$ cat config.mk
export PLATFORM = sky130hd
export DESIGN_NAME = vz_ram_writer
export DESIGN_NICKNAME = d
export VERILOG_FILES = /design/src/rtl/vz_ram_writer.sv
export SDC_FILE = /design/constraint.sdc
export NUM_CORES = 1
export LEC_CHECK = 0
export ABC_CLOCK_PERIOD_IN_PS = 5300
export CORE_MARGIN = 3
export CORE_UTILIZATION = 59
export CTS_BUF_LIST = sky130_fd_sc_hd__clkbuf_4 sky130_fd_sc_hd__clkbuf_8 sky130_fd_sc_hd__clkbuf_16
export DETAILED_ROUTE_END_ITERATION = 6
export PLACE_DENSITY = 0.86
export REMOVE_ABC_BUFFERS = 1
export SYNTH_ARGS = -nofsm -noshare
export SYNTH_HDL_FRONTEND = slang
export SYNTH_SLANG_ARGS = --single-unit
$ cat constraint.sdc
create_clock -name I_CLK -period 5.3 [get_ports I_CLK]
set_clock_uncertainty 0.2 [all_clocks]
set_input_delay 1.325 -clock I_CLK [delete_from_list [all_inputs] [get_ports I_CLK]]
set_output_delay 1.325 -clock I_CLK [all_outputs]
set_load 0.01 [all_outputs]
$ cat src/rtl/vz_ram_writer.sv
// ---------------------------------------------------------------------------
// vz_ram_writer
// Downstream stage of the VZ snapshot loader. Captures the loader's
// level-style write bus, buffers accepted in-window writes in a small FIFO and
// drains them as single-cycle RAM write strobes in cycles the CPU has not
// claimed.
//
// Ports:
//   I_CLK, I_RST_N       clock, asynchronous active-low reset
//   ld_wr/ld_addr/ld_data loader write bus (ld_wr is a level)
//   clr_flags            synchronous clear of overflow and drop_cnt
//   cpu_slot             high in cycle t: CPU owns RAM in cycle t+1
//   ram_addr/ram_din/ram_we  RAM write port (one strobe per write)
//   cpu_hold             stall request while the FIFO is nearly full
//   busy                 load traffic still pending
//   overflow             sticky: a write was lost on a full FIFO
//   drop_cnt             saturating count of out-of-window writes
// ---------------------------------------------------------------------------
module vz_ram_writer #(
  parameter int unsigned DEPTH      = 8,
  parameter logic [15:0] RAM_LO     = 16'h7800,
  parameter logic [15:0] RAM_HI     = 16'hF7FF,
  parameter int unsigned HOLD_LEVEL = 6
) (
  input  logic        I_CLK,
  input  logic        I_RST_N,
  input  logic        ld_wr,
  input  logic [15:0] ld_addr,
  input  logic [7:0]  ld_data,
  input  logic        clr_flags,
  input  logic        cpu_slot,
  output logic [15:0] ram_addr,
  output logic [7:0]  ram_din,
  output logic        ram_we,
  output logic        cpu_hold,
  output logic        busy,
  output logic        overflow,
  output logic [7:0]  drop_cnt
);

  localparam int unsigned AW = $clog2(DEPTH);
  localparam int unsigned CW = AW + 1;

  typedef enum logic {
    ST_IDLE  = 1'b0,
    ST_WRITE = 1'b1
  } state_e;

  typedef struct packed {
    logic [15:0] addr;
    logic [7:0]  data;
  } entry_t;

  // FIFO storage (no reset needed: pointers and count define validity)
  entry_t mem_q [DEPTH];

  state_e        state_q,    state_d;
  logic [AW-1:0] wr_ptr_q,   wr_ptr_d;
  logic [AW-1:0] rd_ptr_q,   rd_ptr_d;
  logic [CW-1:0] count_q,    count_d;
  logic          prev_wr_q,  prev_wr_d;
  logic [15:0]   last_addr_q, last_addr_d;
  logic [7:0]    last_data_q, last_data_d;
  logic [15:0]   ram_addr_q, ram_addr_d;
  logic [7:0]    ram_din_q,  ram_din_d;
  logic          ram_we_q,   ram_we_d;
  logic          cpu_hold_q, cpu_hold_d;
  logic          busy_q,     busy_d;
  logic          overflow_q, overflow_d;
  logic [7:0]    drop_cnt_q, drop_cnt_d;

  logic   accept;
  logic   in_window;
  logic   push_req;
  logic   push;
  logic   pop;
  logic   drop_evt;
  logic   ovf_evt;
  logic   fifo_empty;
  logic   fifo_full;
  entry_t head;

  // Capture, FIFO bookkeeping, drain FSM and flag next-state logic
  always_comb begin
    state_d     = state_q;
    wr_ptr_d    = wr_ptr_q;
    rd_ptr_d    = rd_ptr_q;
    count_d     = count_q;
    prev_wr_d   = ld_wr;
    last_addr_d = last_addr_q;
    last_data_d = last_data_q;
    ram_addr_d  = ram_addr_q;
    ram_din_d   = ram_din_q;
    ram_we_d    = 1'b0;
    overflow_d  = overflow_q;
    drop_cnt_d  = drop_cnt_q;

    // A held, unchanged pair is one write; a new pair or a fresh rise is another
    accept    = ld_wr && (!prev_wr_q || (ld_addr != last_addr_q) ||
                          (ld_data != last_data_q));
    in_window = (ld_addr >= RAM_LO) && (ld_addr <= RAM_HI);
    push_req  = accept && in_window;
    drop_evt  = accept && !in_window;

    fifo_empty = (count_q == CW'(0));
    fifo_full  = (count_q == CW'(DEPTH));
    head       = mem_q[rd_ptr_q];

    // The CPU's claim on the next cycle blocks the pop; the entry stays queued
    pop     = !fifo_empty && !cpu_slot;
    // A pop in the same cycle frees the slot a full-FIFO push needs
    push    = push_req && (!fifo_full || pop);
    ovf_evt = push_req && fifo_full && !pop;

    if (accept) begin
      last_addr_d = ld_addr;
      last_data_d = ld_data;
    end

    if (push) wr_ptr_d = wr_ptr_q + AW'(1);
    if (pop)  rd_ptr_d = rd_ptr_q + AW'(1);
    count_d = count_q + CW'(push) - CW'(pop);

    // Drain FSM: every popped entry becomes exactly one strobe cycle
    case (state_q)
      ST_IDLE: begin
        if (pop) begin
          ram_addr_d = head.addr;
          ram_din_d  = head.data;
          ram_we_d   = 1'b1;
          state_d    = ST_WRITE;
        end
      end
      ST_WRITE: begin
        if (pop) begin
          ram_addr_d = head.addr;
          ram_din_d  = head.data;
          ram_we_d   = 1'b1;
        end else begin
          state_d = ST_IDLE;
        end
      end
      default: state_d = ST_IDLE;
    endcase

    // Same-cycle events take priority over the clear
    if (ovf_evt)        overflow_d = 1'b1;
    else if (clr_flags) overflow_d = 1'b0;

    if (drop_evt) begin
      if (clr_flags)                drop_cnt_d = 8'd1;
      else if (drop_cnt_q != 8'hFF) drop_cnt_d = drop_cnt_q + 8'd1;
    end else if (clr_flags) begin
      drop_cnt_d = 8'd0;
    end

    cpu_hold_d = (count_d >= CW'(HOLD_LEVEL));
    busy_d     = ld_wr || (count_d != CW'(0)) || ram_we_d;
  end

  // State and output registers
  always_ff @(posedge I_CLK or negedge I_RST_N) begin
    if (!I_RST_N) begin
      state_q     <= ST_IDLE;
      wr_ptr_q    <= '0;
      rd_ptr_q    <= '0;
      count_q     <= '0;
      prev_wr_q   <= 1'b0;
      last_addr_q <= 16'h0000;
      last_data_q <= 8'h00;
      ram_addr_q  <= 16'h0000;
      ram_din_q   <= 8'h00;
      ram_we_q    <= 1'b0;
      cpu_hold_q  <= 1'b0;
      busy_q      <= 1'b0;
      overflow_q  <= 1'b0;
      drop_cnt_q  <= 8'h00;
    end else begin
      state_q     <= state_d;
      wr_ptr_q    <= wr_ptr_d;
      rd_ptr_q    <= rd_ptr_d;
      count_q     <= count_d;
      prev_wr_q   <= prev_wr_d;
      last_addr_q <= last_addr_d;
      last_data_q <= last_data_d;
      ram_addr_q  <= ram_addr_d;
      ram_din_q   <= ram_din_d;
      ram_we_q    <= ram_we_d;
      cpu_hold_q  <= cpu_hold_d;
      busy_q      <= busy_d;
      overflow_q  <= overflow_d;
      drop_cnt_q  <= drop_cnt_d;
    end
  end

  // FIFO write port
  always_ff @(posedge I_CLK) begin
    if (push) mem_q[wr_ptr_q] <= '{addr: ld_addr, data: ld_data};
  end

  assign ram_addr = ram_addr_q;
  assign ram_din  = ram_din_q;
  assign ram_we   = ram_we_q;
  assign cpu_hold = cpu_hold_q;
  assign busy     = busy_q;
  assign overflow = overflow_q;
  assign drop_cnt = drop_cnt_q;

endmodule

==> flow_summary.ini <==
[outcome]
status = finished, final reports clean

[sta]
min_period_over_period_pct = 82.8
timing.hold.ws_ns = 0.279
grt_setup_unrepaired = no
finalHoldViolCount = 0
max_freq_mhz = 228
slew_viol_final = 0
tightest_slew_ns = 1.13
fin_setup_tns_ns = 0
min_period_ns = 4.39
finalSetupViolCount = 0
fin_ws_ns = 0.909
max-slew-margin-rel_pct = 24.8

[floorplan]
die-area_sq_um = 19300
core-area_sq_um = 17300
rows = 48
die-height_um = 139
die_w_um = 139
ios = 65
start_util_pct = 60.4

[placed_design]
placed_area_sq_um = 11500
dp_cells = 858
gp_congestion = 0.785
hpwlAfterDp_um = 12100
port_buffers = 64
preCtsSetupSlack_ns = 0.450

[global_route]
grt_pass1_wl_um = 33800
grt_pass1_vias = 5957
grt_usage_pct = 22.7
grt_max_degree = 72
antenna_found_initial = 0
grt_overflow = 0

[finish]
fin_cells = 904
fill_cells = 1035
nNetsFinal = 698
drive_gt1_share_pct = 24.0
antenna-diode-count = 0
fin_area_sq_um = 12200
post-route-util_pct = 70.8
syn2layout_area_growth_pct = 17.2

[logic_synthesis]
syn_area_sq_um = 10500
synth_cell_types = 40
synthMostInstantiatedCell = edfxtp_1
synthArstFlopShare_pct = 27.0
netlist_instances = 570
syn_area_per_cell_sq_um = 18.3
synth_edf_count = 192
synth_area_leaders = edfxtp_1 55%, dfrtp_1 17%, mux4_2 10%, mux2_2 3.1%, xnor2_1 2.5%
yosysSeqAreaShare_pct = 72.2
yosys.area.top_type = edfxtp_1
synth_top_area_share_pct = 55.2
synth-seq-cells = 263
yosys_most_used_dff = edfxtp_1
synthTopCellsByCount = 192 x edfxtp_1, 71 x dfrtp_1, 48 x mux4_2, 36 x nand2_1, 30 x xnor2_1
ys_warn_count = 0

[drt]
wl_per_cell_um = 23.4
vias = 5495
drc_errors = 0
detail-route-antenna-nets = 0
drtPass1Iterations = 7
wl_um = 21200
vias_per_cell = 6.08
dr.first_iter.drc_count = 555

[hold_path]
whs_path_depth = 2
min_from = ram_din[0]
holdPathEnd = ram_din[0]
hold_class = reg -> reg

[cts]
clkTransAtPathRegs_ns = 0.06
cts_sinks = 263
cts_resized = 0
insertion_delay_ns = 0.51
tritoncts = built
cts-root-buf = clkbuf_16
post-cts-setup-buffer-count = 0
cts_max_level = 1
cts_buffer_depth = 3
ctsHoldBuffers = 0
cts_buffers = 25

[worst_setup_path]
r2r_setup_slack_ns = 1.95
rr_endpoint = busy
required_ns = 5.45
arrival_ns = 4.54
criticalPathCategory = in -> reg
cp-end-kind = flip-flop
rr_worst_depth = 12
regToRegStartpoint = last_data_q[2]
cp_max_fo = 10
worst_setup_path_start_kind = input pin

[power]
ir_drop_mv = 0.249
finalPower_mw = 5.90
power.density_nw_per_um2 = 482
leakage_nw = 4.36

[flow_run]
drv_cap = 0
-- power breakdown --
part	internal (mW)	switching, mW	total, mW	leakage [nW]
clock	0.975	0.700	1.68	0.408
combinational	0.792	0.709	1.50	1.37
sequential	2.49	0.230	2.72	2.59
-- logic make-up after synthesis --
| group | after synthesis | share of synthesized area, % |
|---|---|---|
| DFF | 263 | 72.2 |
| muxes | 101 | 15.8 |
| and+or+nand+nor | 86 | 3.87 |
| AOI/OAI and AO/OA | 42 | 2.69 |
| buffers and inverters | 37 | 1.68 |
| xor gates and xnor gates | 32 | 2.68 |
| adders and majority gates | 9 | 1.15 |
-- worst max-delay path by stage --
stage | end | cells after the start | start
after global placement | busy | 13 | ld_data[2]
after detailed placement | busy | 13 | ld_data[2]
after CTS | busy | 13 | ld_data[2]
final | busy | 13 | ld_data[2]
after floorplan | mem_q[0][0] | 6 | ld_data[0]
after global routing | busy | 13 | ld_data[2]
-- sequential cells by signal, summed over array words and instances, names as in the netlist --
register and flops:
last_addr_q 16, cpu_hold 1, busy 1, wr_ptr_q 3
ram_we 1, mem_q 192, ram_din 8, last_data_q 8
overflow 1, rd_ptr_q 3, count_q 4, drop_cnt 8
prev_wr_q 1, ram_addr 16
-- cells in the final DEF, fill, tap and decap left out, types with 3 or more instances in the layout --
| master | n |
|---|---|
| nor3_2 | 4 |
| buf_4 | 25 |
| inv_1 | 12 |
| dfrtp_1 | 69 |
| nand4_1 | 8 |
| mux4_2 | 48 |
| clkbuf_8 | 4 |
| nor2_2 | 3 |
| nand2_1 | 36 |
| mux2_2 | 29 |
| clkbuf_16 | 25 |
| xnor2_1 | 30 |
| clkbuf_4 | 9 |
| ha_1 | 8 |
| a21oi_1 | 3 |
| edfxtp_1 | 192 |
| clkinv_2 | 6 |
| mux2i_1 | 24 |
| clkdlybuf4s50_1 | 63 |
| o21ai_0 | 25 |
| nand3_1 | 9 |
| nor2b_1 | 4 |
| nor2_1 | 10 |
| nor3_1 | 3 |
-- routing by layer --
metal	part of all wire, %	global-route usage [%]	vias to the layer above
met5	0	0	-
met4	2.9	8.24	0
met3	6.6	4.41	47
met2	51	37.5	239
met1	40	30.6	2821
li1	-	-	2388
-- final cells by class --
class | count | area (sq um) | area share, %
repair buffers | 88 | 818 | 6.68
flip-flops and latches | 263 | 7540 | 61.6
multi-input cells | 270 | 2770 | 22.6
clock inverters | 8 | 42.5 | 0.347
inverters | 12 | 45.0 | 0.368
well taps | 225 | 282 | 2.30
clock buffers | 38 | 748 | 6.11
-- critical path, stage by stage --
cell and delay, ns:
clkdlybuf4s50_1 0.66, xnor2_1 0.19, nand4_1 0.21, nor4_2 0.56
a21boi_4 0.17, a21o_1 0.24, o21ai_0 0.08, ha_1 0.20
inv_1 0.06, fa_1 0.51, inv_1 0.06, nor3_1 0.16
nand4_1 0.11
(Power assumes the default switching activity.)
